===== src/rtl/hilo_mul_ctrl.sv =====
// rtl/hilo_mul_ctrl.sv - MIPS HI/LO sequencing stage wrapped around a 2-stage multiply core.
// Accepts MULT/MADD/MSUB/MTHI/MTLO, writes HI/LO two cycles after a multiply issues.

module mul (
  input  logic        clk,
  input  logic        resetn,
  input  logic [31:0] x,
  input  logic [31:0] y,
  input  logic        mul_signed,
  output logic [63:0] result
);

  logic [31:0] x_q, x_d;
  logic [31:0] y_q, y_d;
  logic        sgn_q, sgn_d;
  logic [63:0] prod_q, prod_d;
  logic [63:0] x_ext, y_ext;

  // Operands are sampled every edge; the product lands one edge later.
  always_comb begin
    x_d    = x;
    y_d    = y;
    sgn_d  = mul_signed;
    x_ext  = {{32{sgn_q & x_q[31]}}, x_q};
    y_ext  = {{32{sgn_q & y_q[31]}}, y_q};
    prod_d = x_ext * y_ext;
  end

  always_ff @(posedge clk) begin
    if (!resetn) begin
      x_q    <= '0;
      y_q    <= '0;
      sgn_q  <= 1'b0;
      prod_q <= '0;
    end else begin
      x_q    <= x_d;
      y_q    <= y_d;
      sgn_q  <= sgn_d;
      prod_q <= prod_d;
    end
  end

  assign result = prod_q;

endmodule

module hilo_mul_ctrl #(
  parameter bit ACC_EN = 1'b1
) (
  input  logic        mul_clk,
  input  logic        reset,
  input  logic        req_valid,
  output logic        req_ready,
  input  logic [2:0]  req_op,
  input  logic [31:0] req_a,
  input  logic [31:0] req_b,
  input  logic        flush,
  output logic        busy,
  output logic        done,
  output logic [31:0] hi,
  output logic [31:0] lo
);

  typedef enum logic [1:0] {
    IDLE = 2'd0,
    M1   = 2'd1,
    M2   = 2'd2
  } state_t;

  typedef enum logic [1:0] {
    CLS_MULT = 2'd0,
    CLS_MADD = 2'd1,
    CLS_MSUB = 2'd2
  } cls_t;

  state_t      state_q, state_d;
  cls_t        cls_q, cls_d;
  logic [31:0] hi_q, hi_d;
  logic [31:0] lo_q, lo_d;
  logic [63:0] product;
  logic [63:0] acc;
  logic [63:0] wb;
  logic        accept;

  mul u_mul (
    .clk        (mul_clk),
    .resetn     (~reset),
    .x          (req_a),
    .y          (req_b),
    .mul_signed (~req_op[0]),
    .result     (product)
  );

  always_comb begin
    state_d   = state_q;
    cls_d     = cls_q;
    hi_d      = hi_q;
    lo_d      = lo_q;
    busy      = 1'b0;
    done      = 1'b0;
    req_ready = (state_q == IDLE) && !flush;
    accept    = req_valid && req_ready;
    acc       = {hi_q, lo_q};
    wb        = product;

    case (cls_q)
      CLS_MADD: wb = acc + product;
      CLS_MSUB: wb = acc - product;
      default:  wb = product;
    endcase

    case (state_q)
      IDLE: begin
        if (accept) begin
          if (req_op[2:1] == 2'b11) begin
            if (req_op[0]) lo_d = req_a;
            else           hi_d = req_a;
          end else begin
            state_d = M1;
            // Without the accumulator, MADD/MSUB encodings degrade to plain multiplies.
            if (ACC_EN && req_op[2:1] == 2'b01)      cls_d = CLS_MADD;
            else if (ACC_EN && req_op[2:1] == 2'b10) cls_d = CLS_MSUB;
            else                                     cls_d = CLS_MULT;
          end
        end
      end
      M1: begin
        busy    = 1'b1;
        state_d = flush ? IDLE : M2;
      end
      M2: begin
        busy    = 1'b1;
        state_d = IDLE;
        if (!flush) begin
          done = 1'b1;
          hi_d = wb[63:32];
          lo_d = wb[31:0];
        end
      end
      default: state_d = IDLE;
    endcase
  end

  always_ff @(posedge mul_clk or posedge reset) begin
    if (reset) begin
      state_q <= IDLE;
      cls_q   <= CLS_MULT;
      hi_q    <= '0;
      lo_q    <= '0;
    end else begin
      state_q <= state_d;
      cls_q   <= cls_d;
      hi_q    <= hi_d;
      lo_q    <= lo_d;
    end
  end

  assign hi = hi_q;
  assign lo = lo_q;

endmodule


===== config.mk =====
export PLATFORM = sky130hd
export DESIGN_NAME = hilo_mul_ctrl
export DESIGN_NICKNAME = d
export VERILOG_FILES = /design/src/rtl/hilo_mul_ctrl.sv
export SDC_FILE = /design/constraint.sdc
export NUM_CORES = 2
export LEC_CHECK = 0
export BUFFER_PORTS_ARGS = -buffer_cell sky130_fd_sc_hd__buf_4
export CORE_UTILIZATION = 50
export CTS_CLUSTER_SIZE = 14
export DETAILED_ROUTE_END_ITERATION = 16
export PLACE_DENSITY = 0.68
export SYNTH_ARGS = -nofsm -noshare
export SYNTH_HDL_FRONTEND = slang
export SYNTH_SLANG_ARGS = --single-unit

===== constraint.sdc =====
create_clock -name mul_clk -period 14.55 [get_ports mul_clk]
set_clock_uncertainty 0.05 [all_clocks]
set_input_delay 0.7275 -clock mul_clk [delete_from_list [all_inputs] [get_ports mul_clk]]
set_output_delay 0.7275 -clock mul_clk [all_outputs]
set_load 0.01 [all_outputs]

==> results <==
- In the synthesized netlist the dominant register cell turns out to be sky130_fd_sc_hd__dfxtp_1.
- The detail-routed via count per cell is 5.54.
- Based on the critical path, the design can be clocked at up to 103 MHz.
- The TritonCTS clock tree is yes.
- The first-pass detailed-route iteration total is 5.
- The number of distinct standard cells referenced by the synthesized netlist is 84.
- The sequential area share after synthesis is 0.0861.
- In this run, synthesis inferred 0 flip-flops with an integrated enable.
- The standard cell core area is 0.0986 mm2.
- The number of antenna violations at the first check in global routing is 9.
- For this block, the via count after detailed routing is between 30000 and 40000.
- After detailed routing, the met2 layer carries 69.4 mm of wire.
- The final number of hold-violating endpoints is 0.
- Counting every instance in the synthesized netlist gives 5623.
- The x dimension of the die is around 320 um.
- The area added between synthesis and finish is 5.38%.
- The total number of nets in the final design is 7027.
- The number of hold buffers added after CTS is 0.
- The clock reaches the later pin of the worst-skew pair after 490 ps.
- The combinational group share of total power is 0.840.
- The library cell used most frequently in the layout, excluding fill and tap cells, is sky130_fd_sc_hd__inv_1.
- The routed wire length is 138 mm.
- The average wire per standard cell is about 20 um.
- The via count of the first global-routing pass is between 40000 and 50000.
- The floorplan row count is 115.
- The number of cells on the worst reg-to-reg path is 23.
- The clock tree synthesis step divided the H-tree into 4 levels.
- The post-route minimum period is roughly 10000 ps.
- The share of total power in sequential cells is 0.104.
- In this run the most critical hold path is launched from req_b[9].
- The peak supply drop is ~0.0002 V.
- The share of synthesized area in the top cell type comes to 0.453.
- The first routing iteration left 2396 violations.
- When the netlist entered floorplanning its net count stood at 7100.
- Across all setup checks in the final design, the least slack found is about 4800 ps.
- The TritonCTS buffer count is 17.
- The uppermost signal routing layer after detailed routing is met5.
- The flow ran to the end, and the final reports show no timing, DRC or antenna violations.
- The die is 318 um tall.
- Headroom to the max-slew limit came out at 0.226.
- The first-pass GRT wire length is 223 mm.
- The classification of the worst-slack hold path is in -> reg.
- STA classifies the critical path startpoint as a flop.
- Of the cells placed in the final design, the portion with a size suffix greater than 1 is 0.0512.
- The count of warnings emitted by yosys is 0.
- The worst-case register-to-register setup slack is ~4800 ps.
- The largest total area in the synthesized netlist belongs to sky130_fd_sc_hd__fa_1.
- The total length of routed met3 wires is ~7.8 mm.
- The analysis attributes to net switching a power of between 5 and 6 mW.
- The count of nets left with antenna violations once routing finished came out at 0.
- The clock-pin slew on the worst setup and hold paths is approximately 90 ps.
- Across every metal layer, demand over resource in global routing totals 0.282.
- The total internal power is about 4.0 mW.
- The setup TNS after final layout is 0 ps.
- After detailed routing, the wire length on met1 is about 55 mm.
- By startpoint and endpoint, the worst setup path is classified as reg -> reg.
- The global route total overflow is 0.
- Along the worst path, the maximum fanout reaches 22.
- Setup repair after global routing left no endpoint under its margin.
- The placed instance count is slightly below 7000.
- The share of total power dissipated in the clock network is 0.056.
- The fill cell total of the finished layout is 9150.
- The initial core utilization is 0.505.
- After synthesis the netlist holds a flip-flop and latch count of a little under 200.
- The routability-driven placement congestion ratio is 0.978.
- The worst flop-to-flop path endpoint is u_mul.result[60]$_SDFF_PP0_.
- The HPWL after detailed placement is 112 mm.
- At the worst endpoint, the required time is 14870 ps.
- The endpoint class of the critical path is a flop.
- The die covers about 0.1 mm2.
- The count of cells in the finished layout, fillers not included, comes to a little under 7000.
- The setup slack after placement is 4840 ps.
- The number of port buffers is 137.
- The final setup violation count is 0.
- The post-cts gate resize count is 0.
- For this design the top-level I/O count stands at 138.
- The worst-margin pin slew is 1160 ps.
- Each instance of the synthesized netlist takes up on average 8.85 um2.
- The post-synthesis cell area is 0.0498 mm2.
- Entering global routing, the biggest net connects 88 pins.
- In the final layout, the multi-input gates occupy 0.0402 mm2.
- The period utilization is 0.670.
- The cell depth of the worst hold path is 2.
- Ranked by total cell area, the synthesized netlist is headed by sky130_fd_sc_hd__fa_1 45%, sky130_fd_sc_hd__inv_1 8.6%, sky130_fd_sc_hd__ha_1 7.0%, sky130_fd_sc_hd__nand2_1 6.5%, sky130_fd_sc_hd__dfxtp_1 5.2%.
- The path with the worst hold slack has its endpoint at u_mul.y_q[9]$_SDFF_PP0_.
- In this run the post-CTS setup repair buffer count came out at 0.
- At the worst endpoint, the arrival time is between 10000 and 15000 ps.
- Of the total power, the share spent switching nets is 0.561.
- The total count of max-transition violations in the final report is 0.
- The final routed DRC violation total is 0.
- The register area is 0.00430 mm2.
- The total number of clock tree sinks is 197.
- The max-capacitance violation count is 0.
- In the layout the commonest cells are 1139 x sky130_fd_sc_hd__inv_1, 1126 x sky130_fd_sc_hd__fa_1, 862 x sky130_fd_sc_hd__nand2_1.
- The analysis attributes to cell leakage a power of 25.4 nW.
- The power per cell area is 176 mW/mm2.
- No sink is reached through more buffers than the 2 on the longest clock path.
- In this run the clock root is driven by a sky130_fd_sc_hd__clkbuf_16.
- The worst register-to-register path begins at u_mul.sgn_q$_SDFF_PP0_.
- The share of flip-flops with an asynchronous set or reset after synthesis is 0.345.
worst max-delay path, stage by stage (launching register included):
cell and delay (ps):
sky130_fd_sc_hd__dfxtp_1 810, sky130_fd_sc_hd__and2_1 560, sky130_fd_sc_hd__nand2_1 160, sky130_fd_sc_hd__inv_1 150, sky130_fd_sc_hd__fa_1 490, sky130_fd_sc_hd__fa_1 560, sky130_fd_sc_hd__fa_1 660, sky130_fd_sc_hd__inv_1 320
sky130_fd_sc_hd__fa_1 1080, sky130_fd_sc_hd__inv_1 320, sky130_fd_sc_hd__fa_1 530, sky130_fd_sc_hd__fa_1 540, sky130_fd_sc_hd__inv_1 50, sky130_fd_sc_hd__fa_1 440, sky130_fd_sc_hd__fa_1 490, sky130_fd_sc_hd__inv_1 40
sky130_fd_sc_hd__ha_1 430, sky130_fd_sc_hd__nand3_1 120, sky130_fd_sc_hd__or2_1 270, sky130_fd_sc_hd__or4_1 410, sky130_fd_sc_hd__o22a_1 230, sky130_fd_sc_hd__a21oi_1 390, sky130_fd_sc_hd__a31oi_1 170, sky130_fd_sc_hd__mux2_1 330
worst max path at each step:
stage | to | cells after the start | startpoint | slack, ps
global route | u_mul.result[56]$_SDFF_PP0_ | 23 | u_mul.sgn_q$_SDFF_PP0_ | 4330
floorplan | u_mul.result[60]$_SDFF_PP0_ | 25 | u_mul.x_q[31]$_SDFF_PP0_ | 6350
global placement | u_mul.result[56]$_SDFF_PP0_ | 23 | u_mul.sgn_q$_SDFF_PP0_ | 4970
CTS | u_mul.result[56]$_SDFF_PP0_ | 23 | u_mul.sgn_q$_SDFF_PP0_ | 4830
finish | u_mul.result[60]$_SDFF_PP0_ | 23 | u_mul.sgn_q$_SDFF_PP0_ | 4800
detailed placement | u_mul.result[56]$_SDFF_PP0_ | 23 | u_mul.sgn_q$_SDFF_PP0_ | 4840
logic make-up after synthesis:
family          after synthesis  synth area share
compound gates              631            0.0807
xor+xnor                    185            0.0325
fa+ha+maj                  1406             0.523
buf+inv                    1431             0.108
flops                       197            0.0861
mux                          22           0.00457
simple gates               1751             0.165
metrics by stage:
stage          hold slack (ps)  total power, mW  utilization  instance area (um2)
2_1_floorplan              416             6.52            -                49800
3_3_place_gp               442             8.58        0.526                51800
3_5_place_dp               459             8.64        0.526                51800
4_1_cts                    393             9.20        0.532                52500
5_1_grt                    411             10.1        0.532                52500
6_report                   412             9.21        0.532                52500
routing by layer:
layer	up-vias	track usage
met5	-	0
met4	6	0.109
met3	299	0.0346
met2	1164	0.488
met1	19736	0.361
li1	16758	-
area by class of cell:
type | instances | share of cell area
antenna | 3 | 0.000143
clock buffer | 17 | 0.00811
clock inverter | 15 | 0.00343
inverter | 1140 | 0.0816
multi-input combinational | 3995 | 0.766
sequential | 197 | 0.0820
tap | 1287 | 0.0307
timing repair buffer | 199 | 0.0285
Yosys cell counts, types with 13 or more instances:
cell and instances:
sky130_fd_sc_hd__fa_1 1126, sky130_fd_sc_hd__or3_1 18, sky130_fd_sc_hd__inv_1 1140, sky130_fd_sc_hd__a21o_1 82, sky130_fd_sc_hd__o21ai_1 27, sky130_fd_sc_hd__a31oi_1 26
sky130_fd_sc_hd__nor2_1 229, sky130_fd_sc_hd__dfrtp_1 68, sky130_fd_sc_hd__a211oi_1 19, sky130_fd_sc_hd__xor2_1 36, sky130_fd_sc_hd__mux2i_1 16, sky130_fd_sc_hd__clkbuf_1 284
sky130_fd_sc_hd__o211ai_1 26, sky130_fd_sc_hd__and3_1 35, sky130_fd_sc_hd__o21a_1 19, sky130_fd_sc_hd__nand3_1 23, sky130_fd_sc_hd__o31ai_1 13, sky130_fd_sc_hd__ha_1 280
sky130_fd_sc_hd__o21ai_0 121, sky130_fd_sc_hd__xnor2_1 149, sky130_fd_sc_hd__nor2b_1 90, sky130_fd_sc_hd__nand2_1 862, sky130_fd_sc_hd__o21bai_1 22, sky130_fd_sc_hd__nand2b_1 14
sky130_fd_sc_hd__and2_1 369, sky130_fd_sc_hd__nand4_1 22, sky130_fd_sc_hd__a21oi_1 191, sky130_fd_sc_hd__dfxtp_1 129, sky130_fd_sc_hd__nor3_1 35
power by group through the flow:
stage          logic, mW  clock network [mW]  registers, mW
3_5_place_dp        7.67                   0          0.964
5_1_grt             8.60               0.546          0.971
3_3_place_gp        7.61                   0          0.964
2_1_floorplan       5.61                   0          0.903
6_report            7.74               0.517          0.955
4_1_cts             7.72               0.524          0.954
state kept, by name, indices dropped and copies added, names as in the netlist:
| name | flops |
|---|---|
| hi | 32 |
| u_mul.x_q | 32 |
| u_mul.sgn_q | 1 |
| u_mul.y_q | 32 |
| state_q | 2 |
| lo | 32 |
| cls_q | 2 |
| u_mul.result | 64 |
Note: power is estimated with default switching activity, not from simulation.
